==> config.mk <==
export PLATFORM = sky130hd
export DESIGN_NAME = noc_buf_ctrl
export DESIGN_NICKNAME = d
export VERILOG_FILES = /design/src/rtl/noc_buf_ctrl.sv
export SDC_FILE = /design/constraint.sdc
export NUM_CORES = 1
export LEC_CHECK = 0
export CAP_MARGIN = 20
export CORE_MARGIN = 2
export CORE_UTILIZATION = 23
export CTS_BUF_LIST = sky130_fd_sc_hd__clkbuf_4
export DETAILED_ROUTE_END_ITERATION = 12
export PLACE_DENSITY = 0.8
export REMOVE_ABC_BUFFERS = 1
export SYNTH_ARGS = -nofsm -noshare
export SYNTH_HDL_FRONTEND = slang
export SYNTH_SLANG_ARGS = --single-unit
==> constraint.sdc <==
create_clock -name clk -period 2.3 [get_ports clk]
set_input_delay 0.46 -clock clk [delete_from_list [all_inputs] [get_ports clk]]
set_output_delay 0.46 -clock clk [all_outputs]
set_load 0.02 [all_outputs]
==> src/rtl/noc_buf_ctrl.sv <==
// Router input-buffer FIFO controller: drives an external 1-cycle-latency RAM
// and presents the oldest flit first-word-fall-through on a valid/ready port.
module noc_buf_ctrl #(
  parameter int DATA_WIDTH = 32,
  parameter int ADDR_WIDTH = 3,
  parameter int DEPTH      = 8,
  parameter int AFULL_TH   = 6
) (
  input  logic                  clk,
  input  logic                  rst,
  input  logic                  in_valid,
  input  logic [DATA_WIDTH-1:0] in_data,
  output logic                  in_ready,
  output logic                  out_valid,
  output logic [DATA_WIDTH-1:0] out_data,
  input  logic                  out_ready,
  output logic                  ram_wr_en,
  output logic [ADDR_WIDTH-1:0] ram_wr_addr,
  output logic [DATA_WIDTH-1:0] ram_wr_data,
  output logic                  ram_rd_en,
  output logic [ADDR_WIDTH-1:0] ram_rd_addr,
  input  logic [DATA_WIDTH-1:0] ram_rd_data,
  output logic [ADDR_WIDTH:0]   occupancy,
  output logic                  afull
);

  localparam logic [ADDR_WIDTH:0] DEPTH_C = DEPTH[ADDR_WIDTH:0];
  localparam logic [ADDR_WIDTH:0] AFULL_C = AFULL_TH[ADDR_WIDTH:0];
  localparam logic [ADDR_WIDTH:0] ONE_C   = {{ADDR_WIDTH{1'b0}}, 1'b1};

  logic [ADDR_WIDTH-1:0] wr_ptr;
  logic [ADDR_WIDTH-1:0] rd_ptr;
  logic [ADDR_WIDTH:0]   mem_cnt;
  logic                  out_vld;
  logic                  push;
  logic                  issue;
  logic                  pop;

  // Handshake decode uses the pre-edge count, so an issue can never read the
  // slot being written in the same cycle and a full buffer never passes through.
  always_comb begin
    in_ready = !rst && (mem_cnt != DEPTH_C);
    push     = in_valid && in_ready;
    pop      = out_vld && out_ready;
    issue    = !rst && (mem_cnt != '0) && (!out_vld || out_ready);
  end

  assign ram_wr_en   = push;
  assign ram_wr_addr = wr_ptr;
  assign ram_wr_data = in_data;
  assign ram_rd_en   = issue;
  assign ram_rd_addr = rd_ptr;

  assign out_valid = out_vld;
  assign out_data  = ram_rd_data;
  assign occupancy = mem_cnt + {{ADDR_WIDTH{1'b0}}, out_vld};
  assign afull     = (occupancy >= AFULL_C);

  always_ff @(posedge clk) begin
    if (rst) begin
      wr_ptr  <= '0;
      rd_ptr  <= '0;
      mem_cnt <= '0;
      out_vld <= 1'b0;
    end else begin
      if (push)  wr_ptr <= wr_ptr + 1'b1;
      if (issue) rd_ptr <= rd_ptr + 1'b1;
      case ({push, issue})
        2'b10:   mem_cnt <= mem_cnt + ONE_C;
        2'b01:   mem_cnt <= mem_cnt - ONE_C;
        default: mem_cnt <= mem_cnt;
      endcase
      if (issue)    out_vld <= 1'b1;
      else if (pop) out_vld <= 1'b0;
    end
  end

endmodule
==> run_results.csv <==
group,metric,value,unit
floorplanning,die_w,72.96,um
place,post-dp-hpwl,5955,um
cts,numClockSinks,11,
synthesis,yosys.area_share.adder,9.840,%
critical_path,path_type_of_the_worst_setup_path,"primary input to flip-flop",
critical_path,ordered_cell_list_for_the_critical_path,"clkdlybuf4s50_1, nand2b_4, nor3b_4, ha_2, buf_4, ha_1, nand3_2, a21oi_1, or4_1, a21oi_1",
status,outcome,"finished, violations left",
timing,timing.final.crit_period,2.380,ns
grt,grt_pass1_wl,7803,um
synthesis,synth.largest_area_cell,"buf_4",
layout,area_delta_synth_final,-2.289,%
drt,postRouteAntennaNets,0,
synthesis,synth_simple_gate_area_share,12.36,%
grt,globalRouteTotalUtil,23.82,%
synthesis,synth-warning-count,0,
critical_path,worst_path_largest_cell_delay,0.46,ns
layout,seqCellArea,224.0,um^2
floorplanning,initial_core_util,23.46,%
floorplanning,floorplan.die_area,0.005322,mm^2
critical_path,critical_path_arrival,2.58,ns
timing,rsz0062_at_grt,"yes",
synthesis,count_of_flip_flops_with_a_built_in_enable_after_synthesis,0,
place,dpl_worst_slack,-0.4273,ns
cts,insertion_delay,0.27,ns
cts,hold_buffers,0,
floorplanning,std_cell_rows,25,
synthesis,netlist_area,0.001094,mm^2
critical_path,worstReg2RegEnd,"mem_cnt[3]",
synthesis,yosys.area_share.xor_xnor,5.606,%
critical_path,reg2reg_depth,10,
drt,wl_per_cell,40.52,um
critical_path,cp_common_cell,"a21oi_1",
synthesis,synth_largest_type_area_fraction,43.94,%
drt,totalWireLength,6442,um
synthesis,post_synth_mux_area_share,0,%
cts,clk_transition_reported_paths,0.07,ns
timing,finalWorstSetupSlack,-0.08008,ns
grt,grt-ovfl-total,0,
timing,tightestPinTransition,0.2460,ns
cts,count_of_h_tree_levels_built_during_cts,1,
synthesis,synth-async-reset-ratio,0,%
synthesis,post_synth_num_cell_types,24,
synthesis,post-synth-top-count-cell,"buf_4",
synthesis,share_of_synthesized_area_occupied_by_flip_flops_and_latches,20.14,%
drt,post-route-drc-count,0,
grt,pin_count_of_the_biggest_net_entering_global_routing,9,
drt,via_count,780,
timing,finalClockSkew,0.001297,ns
synthesis,synth_compound_gate_area_share,6.407,%
synthesis,synth_top_cells_by_count,"buf_4 (64), dfxtp_1 (11), nor2_1 (9)",
timing,setup_viol,1,
synthesis,total_of_flip_flops_plus_latches_after_synthesis,11,
critical_path,worst_setup_path_endpoint,"mem_cnt[3]",
job,drv.max_cap_violation_count,0,
cts,cts_buffer_depth,2,
timing,final-max-slew-violation-count,0,
critical_path,worst_setup_path_startpoint,"out_ready",
floorplanning,die_height,72.96,um
critical_path,worstReg2RegStart,"mem_cnt[0]",
place,gp_routability_congestion,0.9228,
worst_hold_path,hold_path_class,"flip-flop to flip-flop",
timing,layout_worst_path_cycle_share,103.5,%
synthesis,synthCells,131,
grt,grt_pass1_vias,687,
layout,total_of_fill_cells_in_the_finished_design,506,
cts,cts_inserted_buffers,3,
place,dpl_cell_area,962.2,um^2
critical_path,cp.required,2.50,ns
critical_path,worstPathMaxFanout,2,
drt,dr.first_iter.drc_count,45,
drt,drt_pre_antenna_iters,3,
synthesis,synth_top_family_by_area,"buffers and inverters",
cts,ctsRootBufferMaster,"clkbuf_4",
place,portBuffers,18,
critical_path,rrSetupSlack,-0.03,ns
status,violations,"negative setup slack",
synthesis,syn_area_per_cell,8.348,um^2
timing,fmax,0.4202,GHz
grt,antenna_found_initial,0,
timing,slew_headroom,83.60,%
synthesis,synth_ff_type,"dfxtp_1",
timing,timing.final.hold_violations,0,
layout,multiInputGateArea,429.2,um^2
layout,design_area,0.001069,mm^2
critical_path,startpoint_type,"primary input",
drt,post_drt_via_cell_ratio,4.906,
layout,antenna-diode-count,0,
power,power_leakage,0.0004918,uW
critical_path,critPathSlowestCell,"clkdlybuf4s50_1",
power,vdd.ir_drop.worst,315.4,uV
layout,post_route_cells_drive_above_1_share,34.29,%
floorplanning,coreArea,0.004661,mm^2
critical_path,worstSetupEndpointType,"flip-flop",
power,power_density,1180,mW/mm^2
cts,cts_tree,"built",
floorplanning,io_pins,147,
synthesis,synth.top_cells.by_area,"buf_4 (44%), dfxtp_1 (20%), ha_1 (8.0%)",
layout,nets,182,
## report_power, final
group / total (uW) / switching [uW] / internal [uW]
clock network: 148 / 68.8 / 79.0
registers: 308 / 64.1 / 244
logic: 805 / 385 / 421
total: 1260 / 518 / 743
## routing by layer
layer  track usage (%)  vias up  wire, um
met5             12.12        -        37
met4             6.379        2       160
met3             43.23       12      2427
met2             36.46      148      2879
met1             9.631      310       937
li1                  -      308         -
## final cells by class
class	instances	area share, %
clock buffer	4	2.810
inverter	4	1.405
multi-input combinational	51	40.16
sequential	11	20.96
tap	54	6.323
timing repair buffer	35	28.34
## through the flow
stage	util, %	setup TNS (ns)	instances	power (uW)	hold slack [ns]
2_1_floorplan	-	-0.2284	66	660.4	0.4798
3_3_place_gp	20.64	-0.7241	152	979.2	0.4782
3_5_place_dp	20.64	-0.9062	152	1002	0.4977
4_1_cts	21.75	-0.07692	157	1171	0.5069
5_1_grt	22.93	-0.1777	159	1347	0.5257
6_report	22.93	-0.08008	159	1261	0.5062
## sequential cells by signal, indices dropped and copies added, names as in the netlist
name / count
mem_cnt: 4
ram_rd_addr: 3
ram_wr_addr: 3
out_valid: 1
## how the worst min path moves through the flow
stage                                end      startpoint  slack (ns)  cells after the start
final                     ram_rd_addr[1]  ram_rd_addr[1]        0.51                      2
after global routing      ram_rd_addr[1]  ram_rd_addr[1]        0.53                      2
after CTS                 ram_rd_addr[1]  ram_rd_addr[1]        0.51                      2
after detailed placement  ram_rd_addr[1]  ram_rd_addr[1]        0.50                      2
after global placement    ram_rd_addr[1]  ram_rd_addr[1]        0.48                      2
after floorplan               mem_cnt[3]      mem_cnt[3]        0.48                      2
## worst max-delay path: cells and delay by family
| kind | cells | cell delay, ns |
|---|---|---|
| buf+inv | 2 | 0.58 |
| fa+ha+maj | 2 | 0.46 |
| compound gates | 2 | 0.20 |
| simple gates | 4 | 0.87 |
## logic make-up after synthesis
family | count (synthesis)
buffers and inverters | 69
and+or+nand+nor | 24
adders and majority gates | 8
AOI/OAI and AO/OA | 12
xor gates and xnor gates | 7
DFF | 11
## layout by cell type (no fill, tap or decap), types with 3 or more instances in the layout
cell type        count
dfxtp_1              8
a21oi_1              6
nand2_1              3
buf_4               17
xor2_1               3
dlygate4sd2_1        4
xnor2_1              4
dfxtp_2              3
inv_1                4
ha_1                 5
clkdlybuf4s50_1     11
clkbuf_4             4
nor2_1               8
## repair_timing
item,4_1_cts,5_1_grt
endpoints found under the setup margin,5,4
buffers inserted,1,2
pin swaps,1,5
resized for setup,9,13
Power figures use the tool's default switching activity.
